$ cat src/rtl/camera_capture_rgb332_if.sv
// camera_capture_rgb332 bus bundle: OV7670 byte bus in, frame-buffer write port
// and capture status out.
interface camera_capture_rgb332_if #(
    parameter int ADDR_W = 15
);
    logic              VSYNC;
    logic              HREF;
    logic [7:0]        DATA;
    logic              W_EN;
    logic [ADDR_W-1:0] W_ADDR;
    logic [7:0]        PIXEL_COLOR;
    logic [9:0]        X;
    logic [9:0]        Y;
    logic              FRAME_DONE;
    logic              LINE_ERR;

    modport master (
        input  VSYNC,
        input  HREF,
        input  DATA,
        output W_EN,
        output W_ADDR,
        output PIXEL_COLOR,
        output X,
        output Y,
        output FRAME_DONE,
        output LINE_ERR
    );

    modport slave (
        output VSYNC,
        output HREF,
        output DATA,
        input  W_EN,
        input  W_ADDR,
        input  PIXEL_COLOR,
        input  X,
        input  Y,
        input  FRAME_DONE,
        input  LINE_ERR
    );
endinterface

$ cat src/rtl/camera_capture_rgb332.sv
// OV7670 capture: pairs RGB565 bytes into RGB332 pixels and writes them
// into the frame buffer at Y*SCREEN_WIDTH+X, windowed to the screen size.
module camera_capture_rgb332 #(
    parameter int SCREEN_WIDTH  = 176,
    parameter int SCREEN_HEIGHT = 144,
    parameter int ADDR_W        = 15
) (
    input logic                      CLK,
    input logic                      RESET_NEG,
    camera_capture_rgb332_if.master  bus
);

    typedef enum logic [1:0] {
        SYNC    = 2'd0,
        VBLANK  = 2'd1,
        CAPTURE = 2'd2
    } state_t;

    localparam logic [9:0]        W_LIM  = 10'(SCREEN_WIDTH);
    localparam logic [9:0]        H_LIM  = 10'(SCREEN_HEIGHT);
    localparam logic [9:0]        X_MAX  = 10'h3FF;
    localparam logic [ADDR_W-1:0] W_STEP = ADDR_W'(SCREEN_WIDTH);

    state_t            state;
    logic              phase;
    logic              href_d;
    logic [5:0]        hi_byte;
    logic [ADDR_W-1:0] line_base;
    logic [9:0]        x_cnt;
    logic [9:0]        y_cnt;
    logic              w_en;
    logic [ADDR_W-1:0] w_addr;
    logic [7:0]        pix_q;
    logic              frame_done;
    logic              line_err;

    logic              in_window;
    logic              line_end;
    logic [7:0]        pixel;
    logic [9:0]        x_next;

    assign in_window = (x_cnt < W_LIM) && (y_cnt < H_LIM);
    assign line_end  = href_d && !bus.HREF;
    assign pixel     = {hi_byte, bus.DATA[4:3]};
    assign x_next    = (x_cnt == X_MAX) ? x_cnt : x_cnt + 10'd1;

    // Frame state machine, byte pairing, position counters and write port.
    always_ff @(posedge CLK or negedge RESET_NEG) begin
        if (!RESET_NEG) begin
            state      <= SYNC;
            phase      <= 1'b0;
            href_d     <= 1'b0;
            hi_byte    <= '0;
            line_base  <= '0;
            x_cnt      <= '0;
            y_cnt      <= '0;
            w_en       <= 1'b0;
            w_addr     <= '0;
            pix_q      <= '0;
            frame_done <= 1'b0;
            line_err   <= 1'b0;
        end else begin
            href_d     <= bus.HREF;
            w_en       <= 1'b0;
            frame_done <= 1'b0;
            unique case (state)
                SYNC: begin
                    // The frame in flight at reset is partial; wait it out.
                    if (bus.VSYNC) begin
                        state <= VBLANK;
                    end
                end
                VBLANK: begin
                    x_cnt     <= '0;
                    y_cnt     <= '0;
                    line_base <= '0;
                    phase     <= 1'b0;
                    line_err  <= 1'b0;
                    if (!bus.VSYNC) begin
                        state <= CAPTURE;
                    end
                end
                CAPTURE: begin
                    if (bus.VSYNC) begin
                        // Half-assembled pixel is abandoned here.
                        frame_done <= 1'b1;
                        state      <= VBLANK;
                    end else if (bus.HREF) begin
                        if (!phase) begin
                            hi_byte <= {bus.DATA[7:5], bus.DATA[2:0]};
                            phase   <= 1'b1;
                        end else begin
                            if (in_window) begin
                                w_en   <= 1'b1;
                                pix_q  <= pixel;
                                w_addr <= line_base + ADDR_W'(x_cnt);
                            end
                            x_cnt <= x_next;
                            phase <= 1'b0;
                        end
                    end else if (line_end) begin
                        if (phase) begin
                            line_err <= 1'b1;
                        end
                        x_cnt <= '0;
                        phase <= 1'b0;
                        if (y_cnt < H_LIM) begin
                            y_cnt     <= y_cnt + 10'd1;
                            line_base <= line_base + W_STEP;
                        end
                    end
                end
                default: begin
                    state <= SYNC;
                end
            endcase
        end
    end

    assign bus.W_EN        = w_en;
    assign bus.W_ADDR      = w_addr;
    assign bus.PIXEL_COLOR = pix_q;
    assign bus.X           = x_cnt;
    assign bus.Y           = y_cnt;
    assign bus.FRAME_DONE  = frame_done;
    assign bus.LINE_ERR    = line_err;

endmodule
$ cat src/flat_wrapper.sv
// flat-port wrapper written by rule: the top's interface ports become plain ports
module camera_capture_rgb332_flat 
#(
    parameter int SCREEN_WIDTH  = 176,
    parameter int SCREEN_HEIGHT = 144,
    parameter int ADDR_W        = 15
)
  (CLK, RESET_NEG, bus_VSYNC, bus_HREF, bus_DATA, bus_W_EN, bus_W_ADDR, bus_PIXEL_COLOR, bus_X, bus_Y, bus_FRAME_DONE, bus_LINE_ERR);
  camera_capture_rgb332_if #(.ADDR_W(ADDR_W)) bus_i ();
  input logic CLK;
  input logic RESET_NEG;
  input wire logic [$bits(bus_i.VSYNC)-1:0] bus_VSYNC;
  input wire logic [$bits(bus_i.HREF)-1:0] bus_HREF;
  input wire logic [$bits(bus_i.DATA)-1:0] bus_DATA;
  output wire logic [$bits(bus_i.W_EN)-1:0] bus_W_EN;
  output wire logic [$bits(bus_i.W_ADDR)-1:0] bus_W_ADDR;
  output wire logic [$bits(bus_i.PIXEL_COLOR)-1:0] bus_PIXEL_COLOR;
  output wire logic [$bits(bus_i.X)-1:0] bus_X;
  output wire logic [$bits(bus_i.Y)-1:0] bus_Y;
  output wire logic [$bits(bus_i.FRAME_DONE)-1:0] bus_FRAME_DONE;
  output wire logic [$bits(bus_i.LINE_ERR)-1:0] bus_LINE_ERR;
  assign bus_i.VSYNC = bus_VSYNC;
  assign bus_i.HREF = bus_HREF;
  assign bus_i.DATA = bus_DATA;
  assign bus_W_EN = bus_i.W_EN;
  assign bus_W_ADDR = bus_i.W_ADDR;
  assign bus_PIXEL_COLOR = bus_i.PIXEL_COLOR;
  assign bus_X = bus_i.X;
  assign bus_Y = bus_i.Y;
  assign bus_FRAME_DONE = bus_i.FRAME_DONE;
  assign bus_LINE_ERR = bus_i.LINE_ERR;
  camera_capture_rgb332 #(.SCREEN_WIDTH(SCREEN_WIDTH), .SCREEN_HEIGHT(SCREEN_HEIGHT), .ADDR_W(ADDR_W)) u_core (.CLK(CLK), .RESET_NEG(RESET_NEG), .bus(bus_i));
endmodule
$ cat config.mk
export PLATFORM = sky130hd
export DESIGN_NAME = camera_capture_rgb332_flat
export DESIGN_NICKNAME = d
export VERILOG_FILES = /design/src/rtl/camera_capture_rgb332_if.sv /design/src/rtl/camera_capture_rgb332.sv /design/src/flat_wrapper.sv
export SDC_FILE = /design/constraint.sdc
export NUM_CORES = 1
export LEC_CHECK = 0
export BUFFER_PORTS_ARGS = -buffer_cell sky130_fd_sc_hd__buf_4
export CAP_MARGIN = 25
export CELL_PAD_IN_SITES_DETAIL_PLACEMENT = 0
export CELL_PAD_IN_SITES_GLOBAL_PLACEMENT = 1
export CORE_ASPECT_RATIO = 1.25
export CORE_UTILIZATION = 46
export CTS_CLUSTER_DIAMETER = 80
export DETAILED_ROUTE_END_ITERATION = 8
export PLACE_DENSITY = 0.84
export SYNTH_ARGS = -nofsm -noshare
export SYNTH_HDL_FRONTEND = slang
export SYNTH_SLANG_ARGS = --single-unit
$ cat constraint.sdc
create_clock -name CLK -period 3.3 [get_ports CLK]
set_clock_uncertainty 0.05 [all_clocks]
set_input_delay 0.495 -clock CLK [delete_from_list [all_inputs] [get_ports CLK]]
set_output_delay 0.495 -clock CLK [all_outputs]
set_load 0.02 [all_outputs]
# After elaboration in Yosys (flattened, before gate mapping)
# Index checks and enable logic that the tools add are counted.
# classes
n_addsub,4
order_cmp,2
n_eq_ne,13
muxes,36
bitwise_logic,2
n_reduce_logical,13
# ops
operator,n
10-bit two-way mux,9
15-bit two-way mux,4
10-bit one-hot mux with 2 select lines,2
15-bit one-hot mux with 2 select lines,1
10-bit by 1-bit adder with 10-bit output (second input constant),2
10-bit by 8-bit < comparator with 1-bit output (second input constant),2
5-bit AND reduction,4
15-bit by 10-bit adder with 15-bit output,1
15-bit by 8-bit adder with 15-bit output (second input constant),1
1-bit two-way mux,15
10-bit equality test (second input constant),1
2-bit by 1-bit != test with 1-bit output (second input constant),4
2-bit != test (second input constant),3
3-bit by 2-bit != test with 1-bit output (second input constant),2
2-bit two-way mux,2
1-bit one-hot mux with 2 select lines,2
2-bit one-hot mux with 2 select lines,1
4-bit AND reduction,1
3-bit != test (second input constant),1
3-bit AND reduction,1
2-bit by 1-bit equality test with 1-bit output (second input constant),1
2-bit equality test (second input constant),1
1-bit logical AND,2
2-bit logical NOT,1
5 further kinds,6
# totals
register_bits,71
in_bits,12
elab_cells,82

# Longest topological paths before layout
# Gate-level depths: netlist (run 1).
# depth
word_depth,7
ltp_mapped,9

# Worst setup path after synthesis (run 1)
# Ideal clock, no wire load.
# synth_path
kind,reg-to-reg
from,"register u_core.x_cnt[0], in the netlist u_core.bus.X[0]"
to,"register u_core.x_cnt[3], in the netlist u_core.bus.X[3]"
setup_ps,136
t_arrival_ps,1787
required_time_ps,3114
slack_ps,1327
stages_incl_launch_ff,7
n_path_buf,0
synth_period_minus_slack_ps,1973
cell_sequence,dfrtp_1 -> ha_1 -> nand3_2 -> or4_4 -> nand3_4 -> or2_4 -> o31ai_1
# synth_between
elab_chain_cells,6
word_cells_on_any_way,9
cone_classes,add/sub (1); eq/ne (2); mux (5); reduce/logical (1)
# synth_lines
item,line,rtl
from (decl),camera_capture_rgb332.sv:29,logic [9:0] x_cnt;
from (signal assigned),camera_capture_rgb332.sv:98,x_cnt <= x_next;
10-bit by 1-bit adder with 10-bit output,camera_capture_rgb332.sv:45,assign x_next = (x_cnt == X_MAX) ? x_cnt : x_cnt + 10'd1;
10-bit two-way mux,camera_capture_rgb332.sv:45,
10-bit two-way mux,camera_capture_rgb332.sv:89,if (!phase) begin
10-bit two-way mux,camera_capture_rgb332.sv:88,end else if (bus.HREF) begin
10-bit two-way mux,camera_capture_rgb332.sv:84,if (bus.VSYNC) begin
10-bit one-hot mux with 2 select lines,camera_capture_rgb332.sv:66,unique case (state)
# Parallel ways exist; a longest one is shown, timed or not. The select of a mux whose other input is x is not followed.
# A chain may end at the register's enable or synchronous reset.

# Final worst setup path (run 1)
# layout_path
from,register u_core.state[0]
to,"register u_core.y_cnt[2], in the netlist u_core.bus.Y[2]"
# layout_between
elab_chain_cells,3
word_cells_on_any_way,9
cone_classes,eq/ne (6); mux (1); reduce/logical (2)
# layout_lines
item,line,rtl
from (decl),camera_capture_rgb332.sv:24,state_t state;
from (signal assigned),camera_capture_rgb332.sv:50,state <= SYNC;
from (signal assigned),camera_capture_rgb332.sv:70,state <= VBLANK;
from (signal assigned),camera_capture_rgb332.sv:80,state <= CAPTURE;
2-bit equality test / 2-bit by 1-bit equality test with 1-bit output (equally long branches),camera_capture_rgb332.sv:66,
2-bit by 1-bit != test with 1-bit output (no line) (tied with other cells),-,
5-bit AND reduction (no line),-,
to (signal assigned),camera_capture_rgb332.sv:108,y_cnt <= y_cnt + 10'd1;
to (decl),camera_capture_rgb332.sv:30,logic [9:0] y_cnt;
# Parallel ways exist; a longest one is shown, timed or not.

==> metrics, run 1 <==
Final Hold Viols 0; Synth Instances 348; layout cells sized above 1 23.6%; clock-pin slew on the worst setup and hold paths 0.08 ns; Clock power frac 31.1%; fin nets 430; Clock Latency Late Sink 0.34 ns; GPL Wtd Cong 0.795; slew margin rel. 44.6%; Synth Area in Simple Gates 21.4%; Clock Root Buffer clkbuf_8; Tot Pwr 2.04 mW; Max-cap violations 0; switching fraction of total power 33.5%; total grt overflow 0; top cell type by total area after synthesis dfrtp_1; Core ar. 7060 sq um; # H-tree levels 3; post-synth design cell area 3390 sq um; count leader, synth nand2_1; DP Area 3890 sq um; ys async rst share 100%; PwrDens 501 nW/um^2; # rows 34; DRC 0; Req. time, crit path 3.49 ns; Layout Area Growth over Synthesis 20.3%; switching power 0.684 mW; unique cell type count in the Yosys netlist 51; TNS Setup 0 ns; Global Route Usage Sum 20.1%; unrepaired setup endpoints after global routing false; Setup Buffers After CTS 0; Seq pwr share 45.8%; Post-synth EDFFs 0; initial antenna violation count 0; CTS tree built; final period utilization 72.0%; Peak VDD IR 0.349 mV; first-pass GRT wire length 12100 um; Mean Syn Cell Area 9.73 sq um; DR pass1 iterations 6; Initial Utilization 48.0%; WL final 6920 um; main combinational cell family by area after synthesis simple AND/OR/NAND/NOR gates; CP Max Fanout 18; cts bufs inserted 9; Logic pwr share 23.1%; hold_buf cts 0; final worst path period need 2.38 ns; final setup vio count 0; Die W 78.8 um; clock sink count 67; Pleak 2.02 nW; Synth Area in XOR/XNOR 2.84%; antenna cells 0; wire per inst 13.8 um; Yosys warnings 0; Layout Cell Area excl Fill 4070 sq um; Hold Crit Class primary input to asynchronous set/reset pin; largest net degree at the start of global routing 68; mux share of post-synthesis cell area 3.21%; Mapped Nets 372; post-synthesis sequential area ratio 49.5%; worst path arrival time 2.56 ns; via/cell ratio 5.35; Synth Area in Adders 4.43%; Layout Cells excl Fill 501; Longest Clk Path Bufs 2; dpl hpwl 4740 um; # placed instances 485; ranking of synthesized cells by area dfrtp_1 50%, nand2_1 8.0%, o21ai_0 5.3%; achievable frequency 421 MHz; Via Count 2680; Slew Viols, Final 0; boundary pin count 58; area of the die 7710 sq um; post-cts resize count 0; Yosys reg bits 67; top cell type's share of synthesized area 49.5%; Final Core Density 57.7%; top cells by count, synth 72 x nand2_1, 67 x dfrtp_1, 36 x o21ai_0, 21 x nor2_1, 12 x ha_1; crit path launch type flip-flop; 1st-iter DRT viols 94; kind of critical path flip-flop to flip-flop; internal power 1.36 mW; I/O Buffers 57; worst slew pin tran 0.831 ns; Die Span Y 97.9 um; ys flop type dfrtp_1; Synth Area in Compound Gates 16.1%; status completed; Post-DRT Antenna Nets 0; CP endpoint kind flip-flop; vias in the first global route 2583
-- through the flow --
step,worst slack [ns],hold WS (ns)
floorplan,1.33,0.149
global placement,1.00,0.391
detailed placement,0.907,0.402
CTS,0.912,0.224
global route,0.776,0.264
finish,0.923,0.192
-- state kept, by name (all words and copies together) (netlist names), 2 cells and up --
register	flops
u_core.bus.Y	10
u_core.hi_byte	6
u_core.bus.PIXEL_COLOR	8
u_core.bus.X	10
u_core.bus.W_ADDR	15
u_core.line_base	11
u_core.state	2
-- placed cells by master, fill, tap and decap left out, types with 3 or more instances in the layout --
master,n
nand2_1,72
dfrtp_1,67
buf_4,59
o21ai_0,36
nor2_1,21
ha_1,12
clkbuf_8,10
nand3_1,8
xor2_1,8
inv_1,7
nor3_1,7
mux2_2,7
nor2b_1,6
a22o_1,6
and3_1,6
nand4_1,6
a21oi_1,6
a21o_1,4
o31ai_1,4
o21ai_1,4
nand2b_1,4
a31oi_1,4
mux2i_1,3
xnor2_1,3
clkinv_4,3
-- layout make-up --
cell class                      instances  area (sq um)
Clock buffer                           10           138
Tap cell                               90           113
Sequential cell                        67          1680
Clock inverter                          6          50.0
Timing Repair Buffer                   59           443
Inverter                                8          30.0
Multi-Input combinational cell        261          1620
Fill cell                             661          2990
-- logic make-up (layout without fill, tap and decap cells) --
logic type | count (synthesis) | in the layout
multiplexers | 10 | 10
buffers and inverters | 20 | 83
XOR/XNOR | 11 | 11
AND/OR/NAND/NOR | 147 | 147
adder cells (fa/ha/maj) | 12 | 12
AO/OA/AOI/OAI | 81 | 81
flip-flops | 67 | 67
-- critical path, stage by stage (launching register included) --
cell	delay (ns)
dfrtp_1	0.36
inv_1	0.07
ha_1	0.46
and4bb_2	0.36
a31oi_4	0.45
nor2_1	0.07
mux2_2	0.27
a22o_1	0.17
-- path summary, 6_finish.rpt --
| check | cells after the start | end | slack (ns) | startpoint |
|---|---|---|---|---|
| setup reg to reg | 7 | u_core.bus.Y[2]$_DFFE_PN0P_ | 0.92 | u_core.state[0]$_DFFE_PN0P_ |
| setup / recovery | 7 | u_core.bus.Y[2]$_DFFE_PN0P_ | 0.92 | u_core.state[0]$_DFFE_PN0P_ |
| min in group CLK | 1 | u_core.href_d$_DFF_PN0_ | 0.29 | bus_HREF |
| hold / removal | 1 | u_core.bus.W_EN$_DFF_PN0_ | 0.19 | RESET_NEG |
| max in group asynchronous | 1 | u_core.bus.W_ADDR[7]$_DFFE_PN0P_ | 2.46 | RESET_NEG |
| hold reg to reg | 2 | u_core.bus.PIXEL_COLOR[2]$_DFFE_PN0P_ | 0.41 | u_core.hi_byte[0]$_DFFE_PN0P_ |
-- routing by layer --
metal / track usage, % / routed length (um)
met5: 0 / 0
met4: 10.3 / 144
met3: 3.08 / 267
met2: 31.7 / 3260
met1: 26.5 / 3250
-- power by group through the flow --
stage / Clock, mW / Sequential [mW] / Combinational (mW)
6_report: 0.634 / 0.935 / 0.471
2_1_floorplan: 0 / 0.962 / 0.330
4_1_cts: 0.655 / 0.936 / 0.478
3_3_place_gp: 0 / 0.948 / 0.465
5_1_grt: 0.686 / 0.947 / 0.532
3_5_place_dp: 0 / 0.951 / 0.478
Power figures use the tool's default switching activity.
==> run 2, diff against run 1 <==
--- a/config.mk
+++ b/config.mk
@@ -10,10 +10,10 @@
 export CELL_PAD_IN_SITES_DETAIL_PLACEMENT = 0
 export CELL_PAD_IN_SITES_GLOBAL_PLACEMENT = 1
 export CORE_ASPECT_RATIO = 1.25
-export CORE_UTILIZATION = 46
+export CORE_UTILIZATION = 39
 export CTS_CLUSTER_DIAMETER = 80
 export DETAILED_ROUTE_END_ITERATION = 8
-export PLACE_DENSITY = 0.84
+export PLACE_DENSITY = 0.76
 export SYNTH_ARGS = -nofsm -noshare
 export SYNTH_HDL_FRONTEND = slang
 export SYNTH_SLANG_ARGS = --single-unit
==> constraint.sdc (replaced) <==
create_clock -name CLK -period 2.04 [get_ports CLK]
set_clock_uncertainty 0.05 [all_clocks]
set_input_delay 0.306 -clock CLK [delete_from_list [all_inputs] [get_ports CLK]]
set_output_delay 0.306 -clock CLK [all_outputs]
set_load 0.02 [all_outputs]
==> run 2 against run 1 <==
Global-route usage decreased by 2.4 points. Combinational power is 100% higher. Maximum frequency up 21%. Die area rose by 18%. Via count grew 3.1%. Worst setup slack got worse by 0.85 ns. Largest power group unchanged. Critical path type unchanged.
==> metrics, run 2 (synthesis results as in run 1) <==
status completed; Min Hold Slack 0.103 ns (-0.0890 ns); # H-tree levels 3 (unchanged); antenna cells 0 (unchanged); wire per inst 14.0 um (+1.6%); Largest register FFs 15 (unchanged); area of the die 9060 sq um (+18%); # placed instances 514 (+6.0%); Max-cap violations 0 (unchanged); Clock Root Buffer clkbuf_8; Hold Crit Class primary input to flip-flop; TNS Setup 0 ns (unchanged); Die W 85.4 um (+8.4%); DR pass1 iterations 4 (-2); GPL Wtd Cong 0.764 (-3.9%); vias in the first global route 2667 (+3.3%); Clock Latency Late Sink 0.34 ns (about the same); Clock power frac 30.8% (-0.3 points); slew margin rel. 68.0% (+23 points); kind of critical path flip-flop to flip-flop; commonest non-fill, non-tap cell in the layout buf_4; DP Area 4070 sq um (+4.8%); CP Max Fanout 6 (-12); fillers 808 (+22%); via/cell ratio 5.19 (-2.9%); Via Count 2762 (+3.1%); Layout Area Growth over Synthesis 26.8%; worst path arrival time 2.16 ns (-0.40 ns); final period utilization 96.6% (+25 points); DRC 0 (unchanged); largest net degree at the start of global routing 39 (-43%); CTS tree built; initial antenna violation count 0 (unchanged); final setup vio count 0 (unchanged); Core ar. 8330 sq um (+18%); Slew Viols, Final 0 (unchanged); Longest Clk Path Bufs 2 (unchanged); Global Route Usage Sum 17.6% (-2.4 points); total grt overflow 0 (unchanged); I/O Buffers 57 (unchanged); internal power 2.43 mW (+80%); WL final 7460 um (+7.8%); worst slew pin tran 0.481 ns (-0.351 ns); switching fraction of total power 31.4% (-2.2 points); Req. time, crit path 2.23 ns (-1.26 ns); Layout Cells excl Fill 532 (+6.2%); most frequent cells in the layout 80 x buf_4, 72 x nand2_1, 67 x dfrtp_1, 33 x o21ai_0, 21 x nor2_1; crit path launch type flip-flop; Die Span Y 106 um (+8.4%); # rows 37 (+8.8%); Initial Utilization 40.6% (-7.3 points); first-pass GRT wire length 12500 um (+3.5%); achievable frequency 507 MHz (+21%); Final Hold Viols 0 (unchanged); Seq pwr share 42.4% (-3.4 points); 1st-iter DRT viols 105 (+12%); CP endpoint kind flip-flop; fin nets 454 (+5.6%); PwrDens 826 nW/um^2 (+65%); clock sink count 67 (unchanged); dpl hpwl 5380 um (+14%); layout cells sized above 1 27.6% (+4.0 points); Peak VDD IR 0.469 mV (+35%); final worst path period need 1.97 ns (-0.405 ns); Post-DRT Antenna Nets 0 (unchanged); cts bufs inserted 9 (unchanged); switching power 1.11 mW (+63%); clock-pin slew on the worst setup and hold paths 0.07 ns (about the same); Pleak 2.15 nW (+6.5%); boundary pin count 58 (unchanged); Logic pwr share 26.8% (+3.7 points); Layout Cell Area excl Fill 4290 sq um (+5.4%)
## run 2: final cells by class
class,instances,area [sq um],area share (%)
clock buffer,14,153,3.55
clock inverter,2,35.0,0.816
inverter,8,32.5,0.758
multi-input combinational,261,1630,38.1
sequential,67,1680,39.0
tap,97,121,2.83
timing repair buffer,83,642,14.9
## run 2: power by group through the flow
stage / logic [mW] / registers [mW] / clock network [mW]
6_report: 0.951 / 1.50 / 1.09
5_1_grt: 1.06 / 1.51 / 1.17
4_1_cts: 0.925 / 1.50 / 1.12
3_5_place_dp: 0.920 / 1.53 / 0
3_3_place_gp: 0.907 / 1.52 / 0
2_1_floorplan: 0.534 / 1.56 / 0
## run 2: layer usage
metal / routed length (um) / vias to the layer above / track usage [%]
met4: 158 / 0 / 8.69
met5: 0 / - / 0
met2: 3460 / 56 / 28.9
li1: - / 1390 / -
met1: 3580 / 1304 / 22.4
met3: 268 / 12 / 3.18
## run 2: stage by stage
step	total power, mW	utilization (%)	setup slack, ns
floorplan	2.09	-	0.0673
global placement	2.43	48.9	0.0843
detailed placement	2.45	48.9	0.0541
CTS	3.55	51.2	0.0200
global route	3.75	51.5	-0.0135
finish	3.55	51.5	0.0690
## run 2: critical path: stages, from the launching register on
cell and delay [ns]:
dfrtp_1 0.38, inv_1 0.08, ha_1 0.33, and4bb_2 0.29
a31oi_4 0.26, nor2_1 0.06, mux2_2 0.26, a22o_1 0.17
## run 2: timing repair
item / 4_1_cts / 5_1_grt
hold buffers: 1 / 0
hold endpoints to repair: 36 / 0
resized for setup: 0 / 10
setup buffers: 0 / 1
setup endpoints to repair: 0 / 32
## run 2: worst paths after layout
| check | from | to | slack [ns] | cells past startpoint |
|---|---|---|---|---|
| worst max register to register | u_core.state[1]$_DFFE_PN0P_ | u_core.bus.Y[2]$_DFFE_PN0P_ | 0.07 | 7 |
| min in group asynchronous | RESET_NEG | u_core.bus.PIXEL_COLOR[1]$_DFFE_PN0P_ | 0.41 | 2 |
| max in group asynchronous | RESET_NEG | u_core.bus.Y[5]$_DFFE_PN0P_ | 1.00 | 3 |
| worst min-delay path | bus_DATA[3] | u_core.bus.PIXEL_COLOR[0]$_DFFE_PN0P_ | 0.10 | 3 |
| worst min register to register | u_core.hi_byte[2]$_DFFE_PN0P_ | u_core.bus.PIXEL_COLOR[4]$_DFFE_PN0P_ | 0.41 | 2 |
| worst max-delay path | u_core.state[1]$_DFFE_PN0P_ | u_core.bus.Y[2]$_DFFE_PN0P_ | 0.07 | 7 |
==> run 3, diff against run 2 <==
--- a/config.mk
+++ b/config.mk
@@ -10,10 +10,11 @@
 export CELL_PAD_IN_SITES_DETAIL_PLACEMENT = 0
 export CELL_PAD_IN_SITES_GLOBAL_PLACEMENT = 1
 export CORE_ASPECT_RATIO = 1.25
-export CORE_UTILIZATION = 39
+export CORE_UTILIZATION = 40
+export CTS_BUF_LIST = sky130_fd_sc_hd__clkbuf_8
 export CTS_CLUSTER_DIAMETER = 80
 export DETAILED_ROUTE_END_ITERATION = 8
-export PLACE_DENSITY = 0.76
+export PLACE_DENSITY = 0.78
 export SYNTH_ARGS = -nofsm -noshare
 export SYNTH_HDL_FRONTEND = slang
 export SYNTH_SLANG_ARGS = --single-unit
==> run 3 against run 2 <==
The run now ends with DRC left. Largest power group unchanged. Non-clock buffer count stayed put. Via count increased by 0.62%. Critical path type unchanged. Highest routed layer unchanged. Worst hold slack got worse by 0.0035 ns. Cell count unchanged. Critical endpoint unchanged. Routed wire length is 2.9% lower.
==> metrics, run 3 (synthesis results as in run 1) <==
CP endpoint kind flip-flop; Layout Area Growth over Synthesis 28.2%; Largest register FFs 15 (unchanged); PwrDens 827 nW/um^2 (+0.20%); I/O Buffers 57 (unchanged); cts bufs inserted 9 (unchanged); clock sink count 67 (unchanged); GPL Wtd Cong 0.785 (+2.7%); Pleak 2.13 nW (-1.0%); Layout Cells excl Fill 532 (unchanged); hold path depth 3 (unchanged); 1st-iter DRT viols 134 (+28%); # H-tree levels 3 (unchanged); WL final 7250 um (-2.9%); # placed instances 514 (unchanged); boundary pin count 58 (unchanged); FF-to-FF Start u_core.state[0]$_DFFE_PN0P_; Initial Utilization 41.1% (+0.46 points); Clock Latency Late Sink 0.35 ns (about the same); Clock Root Buffer clkbuf_8; Global Route Usage Sum 17.8% (+0.19 points); DR pass1 iterations 6 (+2); final worst path period need 1.97 ns (-0.00584 ns); Die Span Y 105 um (-1.2%); Via Count 2779 (+0.62%); final setup vio count 0 (unchanged); wire per inst 13.6 um (-2.9%); Post-DRT Antenna Nets 0 (unchanged); worst r2r dst u_core.bus.Y[2]$_DFFE_PN0P_; CP Max Fanout 8 (+2); Die W 84.3 um (-1.2%); failing checks DRC; Hold Crit Class primary input to flip-flop; total grt overflow 0 (unchanged); switching fraction of total power 32.4% (+1.1 points); crit path launch type flip-flop; CTS tree built; WHS Endpoint u_core.bus.PIXEL_COLOR[1]$_DFFE_PN0P_; Seq pwr share 41.8% (-0.6 points); layout cells sized above 1 28.7% (+1.1 points); Longest Clk Path Bufs 2 (unchanged); worst path arrival time 2.16 ns (about the same); Tot Pwr 3.59 mW (+1.3%); dpl hpwl 5230 um (-2.8%); Core ar. 8240 sq um (-1.1%); fillers 778 (-3.7%); fin nets 454 (unchanged); Req. time, crit path 2.23 ns (about the same); Multi-input gate area 1680 sq um (+2.6%); vias in the first global route 2723 (+2.1%); initial antenna violation count 0 (unchanged); Logic pwr share 27.2% (+0.4 points); Final Hold Viols 0 (unchanged); kind of critical path flip-flop to flip-flop; most frequent cells in the layout 81 x buf_4, 72 x nand2_1, 67 x dfrtp_1, 35 x o21ai_0, 20 x nor2_1; Clock power frac 31.0% (+0.2 points); R2R cell count 7 (unchanged); hold path start bus_DATA[4]; internal power 2.43 mW (-0.28%); Max-cap violations 0 (unchanged); Peak VDD IR 0.478 mV (+1.9%); status finished with violations; FF+latch area 1680 sq um (unchanged); switching power 1.17 mW (+4.9%); largest net degree at the start of global routing 36 (-7.7%); Slew Viols, Final 0 (unchanged); antenna cells 0 (unchanged); worst slew pin tran 0.454 ns (-0.0263 ns); final period utilization 96.3% (-0.29 points); commonest non-fill, non-tap cell in the layout buf_4; first-pass GRT wire length 12600 um (+0.45%); register-to-register path setup slack 0.07 ns (about the same); achievable frequency 509 MHz (+0.30%); area of the die 8840 sq um (-2.4%); via/cell ratio 5.22 (+0.62%); unrepaired setup endpoints after global routing true; clock-pin slew on the worst setup and hold paths 0.08 ns (about the same); DRC 16 (+16); # rows 37 (unchanged); slew margin rel. 69.7% (+1.8 points)
## run 3: critical path, cell delays in order, from the launching register on
cell      delay, ns
dfrtp_1        0.39
inv_1          0.18
ha_4           0.25
and4bb_2       0.27
a31oi_4        0.24
nor2_1         0.06
mux2_2         0.26
a22o_1         0.17
## run 3: through the flow
stage / worst slack (ns) / util [%] / hold WS [ns] / TNS (ns) / instance area (sq um)
2_1_floorplan: 0.0673 / - / -0.0396 / 0 / 3390
3_3_place_gp: 0.103 / 49.4 / 0.239 / 0 / 4070
3_5_place_dp: 0.0465 / 49.4 / 0.247 / 0 / 4070
4_1_cts: 0.0426 / 52.0 / 0.0854 / 0 / 4280
5_1_grt: -0.0251 / 52.7 / 0.0916 / -0.0251 / 4340
6_report: 0.0748 / 52.7 / 0.0996 / 0 / 4340
## run 3: worst max path at each step
stage | start | end | cells past startpoint
after floorplan | u_core.bus.X[0]$_DFFE_PN0P_ | u_core.bus.X[3]$_DFFE_PN0P_ | 6
after global placement | u_core.state[0]$_DFFE_PN0P_ | u_core.bus.Y[2]$_DFFE_PN0P_ | 7
after detailed placement | u_core.state[0]$_DFFE_PN0P_ | u_core.bus.Y[2]$_DFFE_PN0P_ | 7
after CTS | u_core.state[0]$_DFFE_PN0P_ | u_core.bus.Y[2]$_DFFE_PN0P_ | 7
after global routing | u_core.state[0]$_DFFE_PN0P_ | u_core.bus.Y[2]$_DFFE_PN0P_ | 7
final | u_core.state[0]$_DFFE_PN0P_ | u_core.bus.Y[2]$_DFFE_PN0P_ | 7
## run 3: layout make-up
class	count	share of cell area, %
clock buffer	9	2.85
clock inverter	7	1.76
inverter	8	0.691
multi-input combinational	261	38.6
sequential	67	38.6
tap	97	2.79
timing repair buffer	83	14.7
## run 3: power groups by stage
stage	Sequential, mW	Combinational (mW)	Clock [mW]
after floorplan	1.56	0.534	0
after global placement	1.52	0.898	0
after detailed placement	1.53	0.913	0
after CTS	1.50	0.918	1.14
after global routing	1.52	1.09	1.20
final	1.50	0.978	1.12
## run 3: repair_timing
item | 4_1_cts | 5_1_grt
hold endpoints to repair | 32 | 0
buffers inserted | 0 | 1
gates resized for setup | 0 | 9
hold buffers | 1 | 0
setup endpoints to repair | 0 | 45
## run 3: metal layers
layer	GRT usage [%]	share of wire (%)	up-vias
li1	-	-	1388
met1	23.1	46	1328
met2	28.7	48	53
met3	3.32	4.2	10
met4	8.25	1.6	0
met5	0	0	-
